$ cat src/rtl/usb_tx_arb_pkg.sv
// Shared types and default endpoint/FIFO constants for the USB IN arbiter.
package usb_tx_arb_pkg;

  typedef enum logic [1:0] {
    ST_IDLE = 2'd0,
    ST_DAP  = 2'd1,
    ST_CDC  = 2'd2
  } arb_state_e;

  localparam logic [3:0]  DEF_DAP_EP      = 4'd2;
  localparam logic [3:0]  DEF_CDC_EP      = 4'd3;
  localparam int          DEF_CDC_DEPTH   = 64;
  localparam logic [11:0] DEF_CDC_MAX_PKT = 12'd64;

endpackage

$ cat src/rtl/cdc_tx_fifo.sv
// CDC receive byte FIFO: committed read pointer plus a speculative shadow
// pointer so an un-acknowledged IN packet can be rewound and resent.
module cdc_tx_fifo
  import usb_tx_arb_pkg::*;
#(
  parameter int DEPTH = DEF_CDC_DEPTH
) (
  input  logic                     clk,
  input  logic                     rst,
  input  logic                     push,
  input  logic [7:0]               push_data,
  input  logic                     pop,
  input  logic                     commit,
  input  logic [11:0]              commit_cnt,
  input  logic                     rewind,
  output logic [7:0]               rd_data,
  output logic [$clog2(DEPTH):0]   level,
  output logic                     drop
);

  localparam int AW = $clog2(DEPTH);
  localparam int LW = AW + 1;

  logic [7:0]    mem_q [DEPTH];
  logic [AW-1:0] wr_ptr_q, wr_ptr_d;
  logic [AW-1:0] rd_ptr_q, rd_ptr_d;
  logic [AW-1:0] shadow_ptr_q, shadow_ptr_d;
  logic [AW-1:0] shadow_adv;
  logic [LW-1:0] level_q, level_d;
  logic          drop_q, drop_d;
  logic          full, push_ok;

  always_comb begin
    full         = (level_q == LW'(DEPTH));
    push_ok      = push & ~full;
    drop_d       = push & full;
    shadow_adv   = pop ? shadow_ptr_q + AW'(1) : shadow_ptr_q;
    wr_ptr_d     = push_ok ? wr_ptr_q + AW'(1) : wr_ptr_q;
    rd_ptr_d     = rd_ptr_q;
    shadow_ptr_d = shadow_adv;
    level_d      = level_q + LW'(push_ok);
    // commit_cnt already includes a pop landing in the commit cycle
    if (commit) begin
      rd_ptr_d = shadow_adv;
      level_d  = level_q + LW'(push_ok) - LW'(commit_cnt);
    end else if (rewind) begin
      shadow_ptr_d = rd_ptr_q;
    end
  end

  always_ff @(posedge clk) begin
    if (rst) begin
      wr_ptr_q     <= '0;
      rd_ptr_q     <= '0;
      shadow_ptr_q <= '0;
      level_q      <= '0;
      drop_q       <= 1'b0;
    end else begin
      wr_ptr_q     <= wr_ptr_d;
      rd_ptr_q     <= rd_ptr_d;
      shadow_ptr_q <= shadow_ptr_d;
      level_q      <= level_d;
      drop_q       <= drop_d;
    end
  end

  always_ff @(posedge clk) begin
    if (!rst && push_ok) mem_q[wr_ptr_q] <= push_data;
  end

  assign rd_data = mem_q[shadow_ptr_q];
  assign level   = level_q;
  assign drop    = drop_q;

endmodule

$ cat src/rtl/usb_tx_arbiter.sv
// Multiplexes the DAP response source and the CDC receive FIFO onto the
// USB core's IN data path, one packet at a time.
module usb_tx_arbiter
  import usb_tx_arb_pkg::*;
#(
  parameter logic [3:0]  DAP_EP      = DEF_DAP_EP,
  parameter logic [3:0]  CDC_EP      = DEF_CDC_EP,
  parameter int          CDC_DEPTH   = DEF_CDC_DEPTH,
  parameter logic [11:0] CDC_MAX_PKT = DEF_CDC_MAX_PKT
) (
  input  logic                         hclk,
  input  logic                         hreset,
  input  logic [3:0]                   usb_endpt,
  input  logic                         usb_txact,
  input  logic                         usb_txpop,
  input  logic                         usb_txpktfin,
  output logic                         usb_txcork,
  output logic [7:0]                   usb_txdata,
  output logic [11:0]                  usb_txlen,
  input  logic                         dap_tvalid,
  input  logic [7:0]                   dap_tdata,
  input  logic [11:0]                  dap_tlen,
  output logic                         dap_tready,
  output logic                         dap_pktdone,
  input  logic                         cdc_in_tvalid,
  input  logic [7:0]                   cdc_in_tdata,
  output logic                         cdc_drop,
  output logic [$clog2(CDC_DEPTH):0]   cdc_level
);

  arb_state_e  state_q, state_d;
  logic [11:0] sent_q, sent_d;
  logic [11:0] len_q, len_d;
  logic        pktdone_q, pktdone_d;
  logic [11:0] cdc_avail, commit_cnt;
  logic        pop_ok, fifo_pop, fifo_commit, fifo_rewind;
  logic [7:0]  fifo_rd;

  cdc_tx_fifo #(.DEPTH(CDC_DEPTH)) u_fifo (
    .clk        (hclk),
    .rst        (hreset),
    .push       (cdc_in_tvalid),
    .push_data  (cdc_in_tdata),
    .pop        (fifo_pop),
    .commit     (fifo_commit),
    .commit_cnt (commit_cnt),
    .rewind     (fifo_rewind),
    .rd_data    (fifo_rd),
    .level      (cdc_level),
    .drop       (cdc_drop)
  );

  always_comb begin
    cdc_avail   = (12'(cdc_level) > CDC_MAX_PKT) ? CDC_MAX_PKT : 12'(cdc_level);
    pop_ok      = usb_txpop & (state_q != ST_IDLE) & (sent_q < len_q);
    dap_tready  = pop_ok & (state_q == ST_DAP);
    fifo_pop    = pop_ok & (state_q == ST_CDC);
    commit_cnt  = sent_q + 12'(pop_ok);
    state_d     = state_q;
    sent_d      = commit_cnt;
    len_d       = len_q;
    pktdone_d   = 1'b0;
    fifo_commit = 1'b0;
    fifo_rewind = 1'b0;
    usb_txcork  = 1'b1;
    usb_txlen   = '0;
    usb_txdata  = '0;
    unique case (state_q)
      ST_IDLE: begin
        if (usb_endpt == DAP_EP) begin
          usb_txcork = ~dap_tvalid;
          usb_txlen  = dap_tlen;
          if (usb_txact && dap_tvalid) begin
            state_d = ST_DAP;
            len_d   = dap_tlen;
            sent_d  = '0;
          end
        end else if (usb_endpt == CDC_EP) begin
          usb_txcork = (cdc_level == '0);
          usb_txlen  = cdc_avail;
          if (usb_txact && cdc_level != '0) begin
            state_d = ST_CDC;
            len_d   = cdc_avail;
            sent_d  = '0;
          end
        end
      end
      ST_DAP: begin
        usb_txcork = 1'b0;
        usb_txlen  = len_q;
        usb_txdata = dap_tdata;
        if (usb_txpktfin) begin
          pktdone_d = 1'b1;
          state_d   = ST_IDLE;
        end else if (!usb_txact) begin
          state_d = ST_IDLE;
        end
      end
      ST_CDC: begin
        usb_txcork = 1'b0;
        usb_txlen  = len_q;
        usb_txdata = fifo_rd;
        if (usb_txpktfin) begin
          fifo_commit = 1'b1;
          state_d     = ST_IDLE;
        end else if (!usb_txact) begin
          fifo_rewind = 1'b1;
          state_d     = ST_IDLE;
        end
      end
      default: state_d = ST_IDLE;
    endcase
  end

  always_ff @(posedge hclk) begin
    if (hreset) begin
      state_q   <= ST_IDLE;
      sent_q    <= '0;
      len_q     <= '0;
      pktdone_q <= 1'b0;
    end else begin
      state_q   <= state_d;
      sent_q    <= sent_d;
      len_q     <= len_d;
      pktdone_q <= pktdone_d;
    end
  end

  assign dap_pktdone = pktdone_q;

endmodule

$ cat config.mk
export PLATFORM = sky130hd
export DESIGN_NAME = usb_tx_arbiter
export DESIGN_NICKNAME = d
export VERILOG_FILES = /design/src/rtl/usb_tx_arb_pkg.sv /design/src/rtl/cdc_tx_fifo.sv /design/src/rtl/usb_tx_arbiter.sv
export SDC_FILE = /design/constraint.sdc
export NUM_CORES = 1
export LEC_CHECK = 0
export BUFFER_PORTS_ARGS = -buffer_cell sky130_fd_sc_hd__buf_2
export CAP_MARGIN = 20
export CORE_ASPECT_RATIO = 0.5
export CORE_MARGIN = 3
export CORE_UTILIZATION = 40
export CTS_CLUSTER_SIZE = 10
export DETAILED_ROUTE_END_ITERATION = 10
export SLEW_MARGIN = 20
export SYNTH_ARGS = -nofsm -noshare
export SYNTH_HDL_FRONTEND = slang
export SYNTH_HIERARCHICAL = 1
export SYNTH_SLANG_ARGS = --single-unit
$ cat constraint.sdc
create_clock -name hclk -period 9.31 [get_ports hclk]
set_input_delay 0.4655 -clock hclk [delete_from_list [all_inputs] [get_ports hclk]]
set_output_delay 0.4655 -clock hclk [all_outputs]
set_load 0.1 [all_outputs]
**After elaboration in Yosys (flattened, before gate mapping)**

Memory sizes are Yosys's and may differ from the RTL's. A register that Yosys moved wholly into a read port is not among the register bits.
Cells that the tools add are included.

- Input port bits: 39
- Output and inout bits: 31
- Memories kept: 1
- Logic and storage cells: 86
- RAM bits: 512
- Flip-flop bits (word level): 53

- Bitwise logic cells: 9
- Mux-type cells: 36
- Add/sub/neg operators: 5
- Reductions and logical operators: 14
- Order comparisons: 2
- Equal/unequal tests: 10

Memories:

| memory | depth | width | read ports | clocked after memory_dff | write ports | RTL line | text |
|---|---|---|---|---|---|---|---|
| u_fifo.mem_q | 64 | 8 | 1 | 1 | 1 | cdc_tx_fifo.sv:24 | `logic [7:0] mem_q [DEPTH];` |

Operators by type and width:

| cell | count |
|---|---|
| $mux 12 | 10 |
| $mux 6 | 4 |
| $pmux 12 s2 | 1 |
| $mux 7 | 3 |
| $pmux 8 s2 | 1 |
| $add 12x1->12 | 1 |
| $add 6x1->6 const B | 2 |
| $lt 12x12->1 | 1 |
| $mux 2 | 6 |
| $mux 1 | 9 |
| $ne 3x3->1 const B | 3 |
| $eq 4x2->1 const B | 2 |
| $reduce_and 4->1 | 2 |
| $add 7x1->7 | 1 |
| $eq 7x7->1 const B | 1 |
| $gt 7x7->1 const B | 1 |
| $logic_not 7->1 | 1 |
| $reduce_bool 7->1 | 1 |
| $sub 7x7->7 | 1 |
| $and 1x1->1 | 6 |
| $reduce_bool 2->1 | 3 |
| $pmux 2 s2 | 1 |
| $reduce_or 2->1 | 2 |
| $logic_and 1x1->1 | 3 |
| 8 further kinds | 10 |

**Longest topological paths before layout**

Gate-level depths: netlist of the first run.

- Depth in word-level cells: 8
- Gate-level depth with buffers: 17
- Depth with buffers taken out: 17

**Modules after synthesis**

Netlist of the first run, hierarchy kept.

By module, submodules not included:

| module | area an instance (µm²) | cells an instance | times used | sequential area each (µm²) |
|---|---|---|---|---|
| cdc_tx_fifo | 21,483.1 | 1,171 | 1 | 15,895.2 |
| usb_tx_arbiter | 2,090.8 | 256 | 1 | 540.5 |

**Worst setup path before layout of the first run**

OpenSTA, ideal clock, no wires.

- Kind: register -> output
- Start: register len_q[11]
- End: output port dap_tready
- Data arrival time: 3.780 ns
- Slack: 5.064 ns
- Cell stages (with the launch flop): 6
- Data required time: 8.845 ns
- Path buffers: 0
- Cell sequence: dfxtp_1 > inv_1 > ha_1 > a2111oi_0 > o2111ai_1 > o21ai_0

- Longest elaborated chain between the ends: 3

Ends and longest elaborated chain:

| what | RTL line | text |
|---|---|---|
| from (decl) | usb_tx_arbiter.sv:33 | `logic [11:0] len_q, len_d;` |
| from (signal assigned) | usb_tx_arbiter.sv:124 | `len_q <= len_d;` |
| $lt 12x12->1 | usb_tx_arbiter.sv:55 | `pop_ok = usb_txpop & (state_q != ST_IDLE) & (sent_q < len_q);` |
| $and 1x1->1 | usb_tx_arbiter.sv:55 |  |
| $and 1x1->1 | usb_tx_arbiter.sv:56 | `dap_tready = pop_ok & (state_q == ST_DAP);` |
| to (decl) | usb_tx_arbiter.sv:23 | `output logic dap_tready,` |

No other way between the ends.

==> results.json, run 1 <==
{
  "synth_adder_area_share_pct": 1.52,
  "numCtsBuffers": 66,
  "die_x_um": 349,
  "yosys_most_used_dff": "edfxtp_1",
  "hold_violations": 0,
  "postCtsSetupBuffers": 0,
  "p_int_mw": 4.12,
  "finalSetupViolations": 0,
  "p_comb_share_pct": 2.7,
  "ys_seq_elements": 565,
  "end_kind": "output pin",
  "vdd_drop_max_mv": 0.106,
  "area_growth_syn_to_layout_pct": 12.2,
  "synth_top_area_share_pct": 65.2,
  "switchingPower_mw": 1.05,
  "grt_pass1_wl_um": 84600,
  "p_per_area_mw_per_mm2": 196,
  "rsz0062_at_grt": "no",
  "numPortBuffers": 69,
  "grt_overflow": 0,
  "antenna_found_initial": 0,
  "seq_area_frac_synth_pct": 69.7,
  "worst-path-max-fanout": 55,
  "cts_tree": "yes",
  "postSynthCellCount": 1427,
  "synth_compound_area_share_pct": 5.83,
  "met3_usage_pct": 4.23,
  "crit_type": "reg -> out",
  "antenna_left": 0,
  "critPathLaunchType": "flip-flop",
  "ctsResizeCount": 0,
  "synth_top_area_cell": "edfxtp_1",
  "power_switching_share_pct": 20.3,
  "cp-startpoint": "u_fifo/shadow_ptr_q[1]$_SDFF_PP0_",
  "tns_ns": 0,
  "grtUsageTotal_pct": 18.2,
  "leakagePower_nw": 8.37,
  "via_per_inst": 5.75,
  "die_h_um": 178,
  "synth_enable_flop_cells": 512,
  "clkTransAtPathRegs_ns": 0.05,
  "route.detailed.drc": 0,
  "root_buffer": "clkbuf_16",
  "yosys-top-cells-area": "edfxtp_1 (65%), mux4_2 (9.2%), dfxtp_1 (4.5%)",
  "wl_per_cell_um": 24.6,
  "synth.area.mux_share_pct": 13.0,
  "top_level_ports": 70,
  "clock_sinks": 565,
  "busiest_layer": "met2",
  "crit_arrival_ns": 5.00,
  "avgSynthCellArea_um2": 16.5,
  "min_path_type": "in -> reg",
  "min_from": "dap_tlen[8]",
  "ys_types": 68,
  "synth_area_mm2": 0.0236,
  "clock_latency_ns": 0.58,
  "core_mm2": 0.0578,
  "drv_cap": 0,
  "ys.warnings.count": 6,
  "drt_iter0_markers": 1405,
  "synthArstFlopShare_pct": 0,
  "final_max_slew_viol_count": 0,
  "wirelength_um": 56600,
  "p_clk_share_pct": 43.5,
  "synth_nets": 1494,
  "ctsHoldBuffers": 0,
  "timing.final.crit_share_pct": 58.8,
  "timing.hold.ws_ns": 0.152,
  "cts-htree-levels": 3,
  "place_inst": 2204,
  "synth-simple-area-share_pct": 6.59,
  "synth_top_family_by_area": "multiplexers",
  "grtUsageMet2_pct": 28.7,
  "place.gp.congestion": 0.865,
  "max_clock_freq_ghz": 0.183,
  "required_ns": 8.84,
  "tightest_slew_ns": 1.13,
  "fin_cells": 2302,
  "grt_pass1_vias": 13354,
  "drive_gt1_share_pct": 18.5,
  "min_period_ns": 5.47,
  "num_rows": 62,
  "vias": 13237,
  "skew_ns": 0.0147,
  "finalNetCount": 1571,
  "p_seq_share_pct": 53.7,
  "status": "complete, no violations",
  "die_area_mm2": 0.0621,
  "grt_use_met1_pct": 25.3,
  "first_pass_iters": 6,
  "synth_xor_area_share_pct": 1.00,
  "grt_max_degree": 75,
  "relSlewSlack_pct": 23.0,
  "r2r_start": "state_q[0]$_SDFFE_PP0P_",
  "initial_core_util_pct": 40.8,
  "dp_hpwl_um": 35300,
  "cts_max_path_buffers": 3,
  "num_antenna_cells": 0
}
[metal layers]
| metal | routed length, µm | up-vias |
|---|---|---|
| met5 | 0 | - |
| met4 | 1420 | 0 |
| met3 | 4300 | 101 |
| met2 | 26100 | 490 |
| met1 | 24700 | 6839 |
| li1 | - | 5807 |
[synthesized netlist by cell type (all sizes together) (7+ instances only)]
library cell	number
edfxtp	512
nor2	153
mux4	96
mux2i	75
dfxtp	53
nand2	47
buf	42
clkbuf	38
a21oi	34
inv	29
ha	27
nand3	26
a22oi	21
o22ai	21
a211oi	18
nor2b	17
and2	16
xnor2	14
mux2	13
xor2	13
nor3	12
a31oi	11
a21o	10
nand4	10
o21ai	10
a2111oi	9
a211o	9
o221ai	8
a311oi	7
[through the flow]
step / power, mW / area (µm²) / setup slack, ns / util, %
2_1_floorplan: 2.90 / 23600 / 5.06 / -
3_3_place_gp: 2.97 / 24600 / 4.11 / 42.6
3_5_place_dp: 2.97 / 24600 / 4.49 / 42.6
4_1_cts: 5.22 / 26400 / 3.87 / 45.8
5_1_grt: 5.34 / 26500 / 3.65 / 45.8
6_report: 5.17 / 26500 / 3.84 / 45.8
[cell usage in the layout, fill, tap and decap left out, types with 9 or more instances in the layout]
cell type / Yosys / layout
a21o_1: 10 / 10
mux4_2: 96 / 96
a211o_1: 9 / 9
a22oi_1: 21 / 21
nor3_1: 12 / 12
mux2i_1: 75 / 75
a211oi_1: 18 / 18
clkbuf_16: 0 / 67
inv_1: 29 / 29
buf_4: 8 / 21
o21ai_0: 10 / 10
mux2_2: 11 / 11
nand2_1: 47 / 47
xor2_1: 13 / 13
clkbuf_1: 38 / 24
and2_1: 16 / 16
ha_1: 27 / 27
buf_2: 13 / 67
o22ai_1: 21 / 21
dfxtp_1: 53 / 51
nand4_1: 10 / 10
edfxtp_1: 512 / 512
xnor2_1: 14 / 14
a21oi_1: 33 / 33
nor2b_1: 17 / 17
a31oi_1: 11 / 11
nor2_1: 152 / 152
nand3_1: 23 / 23
[logic make-up after synthesis]
group           Yosys count
fa+ha+maj                28
flops                   565
buf+inv                 110
compound gates          191
mux                     184
simple gates            322
xor+xnor                 27
[power groups by stage]
stage / Combinational (mW) / Clock (mW) / Sequential (mW)
CTS: 0.143 / 2.30 / 2.78
floorplan: 0.0632 / 0 / 2.84
detailed placement: 0.142 / 0 / 2.83
global placement: 0.137 / 0 / 2.83
finish: 0.142 / 2.25 / 2.78
global route: 0.151 / 2.41 / 2.78
[path summary, 6_finish.rpt]
kind | to | slack [ns] | cells past startpoint
worst max-delay path | usb_txdata[4] | 3.84 | 8
worst min-delay path | len_q[8]$_SDFFE_PP0P_ | 0.15 | 2
worst max register to register | u_fifo/level[6]$_SDFF_PP0_ | 4.64 | 15
worst min register to register | u_fifo/rd_ptr_q[3]$_SDFFE_PP0P_ | 0.49 | 2
[state kept, by name, summed over array words and instances, names as in the netlist]
register / cells
u_fifo/mem_q: 512
state_q: 2
len_q: 12
sent_q: 12
u_fifo/level: 7
u_fifo/rd_ptr_q: 6
u_fifo/drop: 1
dap_pktdone: 1
u_fifo/wr_ptr_q: 6
u_fifo/shadow_ptr_q: 6
[critical path, stage by stage (launching register included)]
cell and delay [ns]:
dfxtp_4 0.85, buf_4 0.77, nand3b_1 0.67, o22ai_1 0.18
a2111oi_1 0.92, nor3_1 0.24, a22oi_1 0.37, nor2b_1 0.10
buf_2 0.30
[area by class of cell]
| class | instances | area [µm²] |
|---|---|---|
| clock buffers | 91 | 1770 |
| multi-input cells | 752 | 6580 |
| repair buffers | 89 | 513 |
| fillers | 4927 | 31300 |
| clock inverters | 7 | 71.3 |
| flip-flops and latches | 565 | 16400 |
| well taps | 768 | 961 |
| inverters | 30 | 113 |
Note: power is estimated with default switching activity, not from simulation.
==> inputs of run 2 (changes only) <==
==> constraint.sdc (replaced) <==
create_clock -name hclk -period 4.55 [get_ports hclk]
set_input_delay 0.2275 -clock hclk [delete_from_list [all_inputs] [get_ports hclk]]
set_output_delay 0.2275 -clock hclk [all_outputs]
set_load 0.1 [all_outputs]
==> results.json, run 2 (synthesis gave the netlist of run 1 again) <==
{
  "status": "complete, no violations",
  "antenna_found_initial": 2,
  "final_cell_mix": "edfxtp_1 (512), nor2_1 (152), mux4_2 (96)",
  "max_clock_freq_ghz": 0.234,
  "rsz0062_at_grt": "no",
  "crit_type": "reg -> out",
  "clock_latency_ns": 0.58,
  "cts-htree-levels": 3,
  "largestRegisters": "u_fifo/mem_q x512, len_q x12, sent_q x12",
  "required_ns": 4.32,
  "total_power_mw": 10.7,
  "cp-startpoint": "u_fifo/shadow_ptr_q[1]$_SDFF_PP0_",
  "drive_gt1_share_pct": 19.3,
  "grt_pass1_wl_um": 86900,
  "die_h_um": 178,
  "place_inst": 2220,
  "min_from": "dap_tlen[1]",
  "numPortBuffers": 69,
  "crit_buf_inv": 2,
  "min_path_type": "in -> reg",
  "first_pass_iters": 6,
  "vdd_drop_max_mv": 0.244,
  "finalNetCount": 1598,
  "critPathLaunchType": "flip-flop",
  "antenna_left": 0,
  "drt_iter0_markers": 1460,
  "die_x_um": 349,
  "root_buffer": "clkbuf_16",
  "grtUsageTotal_pct": 18.9,
  "critPathMaxStageDelay_ns": 0.87,
  "fin_cells": 2328,
  "area_growth_syn_to_layout_pct": 13.9,
  "leakagePower_nw": 8.55,
  "cts_tree": "yes",
  "wl_per_cell_um": 25.1,
  "nFillCells": 4874,
  "wirelength_um": 58400,
  "top_level_ports": 70,
  "dpl_worst_slack_ns": 0.747,
  "grt_overflow": 0,
  "relSlewSlack_pct": 34.9,
  "r2r_start": "u_fifo/level[6]$_SDFF_PP0_",
  "num_rows": 62,
  "postLayoutCellArea_mm2": 0.0269,
  "min_period_ns": 4.26,
  "end_kind": "output pin",
  "place.gp.congestion": 0.941,
  "core_mm2": 0.0578,
  "dp_hpwl_um": 37200,
  "num_antenna_cells": 0,
  "route.detailed.drc": 0,
  "via_per_inst": 5.81,
  "r2r_cells": 10,
  "skew_ns": 0.0226,
  "postCtsSetupBuffers": 0,
  "tightest_slew_ns": 0.973,
  "initial_core_util_pct": 40.8,
  "cts_max_path_buffers": 3,
  "drv_cap": 0,
  "hold_depth": 3,
  "clkTransAtPathRegs_ns": 0.06,
  "grt_pass1_vias": 13418,
  "register_area_mm2": 0.0164,
  "crit_family": "flip-flops",
  "crit_arrival_ns": 4.04,
  "vias": 13533,
  "timing.hold.ws_ns": 0.0377,
  "worst-path-max-fanout": 48,
  "final_max_slew_viol_count": 0,
  "ctsHoldBuffers": 11,
  "critPathSlowestCell": "dfxtp_4",
  "ctsResizeCount": 0,
  "hold_violations": 0,
  "finalSetupViolations": 0,
  "largest_reg_flops": 512,
  "ff2ff_setup_slack_ns": 0.66,
  "multi_input_area_mm2": 0.00658,
  "tns_ns": 0,
  "final_common_cell": "edfxtp_1",
  "grt_max_degree": 65,
  "cp_cell_sequence": "buf_4, mux4_2, mux2i_1, a41oi_1, a31oi_1, nor3_1, a22oi_1, nor2b_1, buf_12",
  "die_area_mm2": 0.0621,
  "numCtsBuffers": 66,
  "p_per_area_mw_per_mm2": 399,
  "r2r_end": "u_fifo/level[6]$_SDFF_PP0_",
  "post-route-util_pct": 46.5,
  "timing.final.crit_share_pct": 93.7,
  "worst_slack_ns": 0.285,
  "clock_sinks": 565,
  "hold_end": "len_q[1]$_SDFFE_PP0P_",
  "dpl-instance-area_mm2": 0.0249,
  "regMostFlops": "u_fifo/mem_q"
}
## run 2: cell types whose count changed in the layout (fill, tap and decap cells not counted), sizes merged
cell	delta
bufinv	+1
clkbuf	+1
dlygate4sd3	+11
inv	-3
buf	+16
## run 2: worst max path at each step
| stage | depth (start not counted) | to | slack, ns |
|---|---|---|---|
| 2_1_floorplan | 5 | dap_tready | 0.54 |
| 3_3_place_gp | 16 | u_fifo/level[6]$_SDFF_PP0_ | 0.80 |
| 3_5_place_dp | 16 | u_fifo/level[6]$_SDFF_PP0_ | 0.75 |
| 4_1_cts | 9 | usb_txdata[4] | 0.33 |
| 5_1_grt | 9 | usb_txdata[4] | 0.20 |
| 6_report | 9 | usb_txdata[0] | 0.29 |
## run 2: area by class of cell
type                            count  share of cell area [%]
Clock inverter                      5                   0.368
Sequential cell                   565                    61.2
Inverter                           30                   0.419
Timing Repair Buffer              116                    3.23
Clock buffer                       92                    6.67
Multi-Input combinational cell    752                    24.5
Tap cell                          768                    3.58
## run 2: per-layer routing
metal  routed length (µm)  up-vias  GRT usage [%]
li1                     -     5860              -
met1                25200     6981           26.5
met2                27100      580           29.7
met3                 4740      110           4.30
met4                 1380        2           5.56
met5                   13        -              0
## run 2: worst reg2reg max path: stages, from the launching register on
cell and delay (ns):
dfxtp_1 0.60, or4b_1 0.55, o41a_1 0.55, ha_1 0.33, ha_1 0.34, fa_1 0.43
a21o_1 0.21, a21oi_1 0.29, or3_1 0.19, a31oi_1 0.08, a41o_1 0.21
## run 2: power breakdown
group / switching [mW] / internal, mW / total [mW] / leakage (nW)
Combinational: 0.221 / 0.0814 / 0.302 / 2.61
Clock: 1.94 / 2.79 / 4.72 / 0.911
Sequential: 0.0159 / 5.67 / 5.69 / 5.03
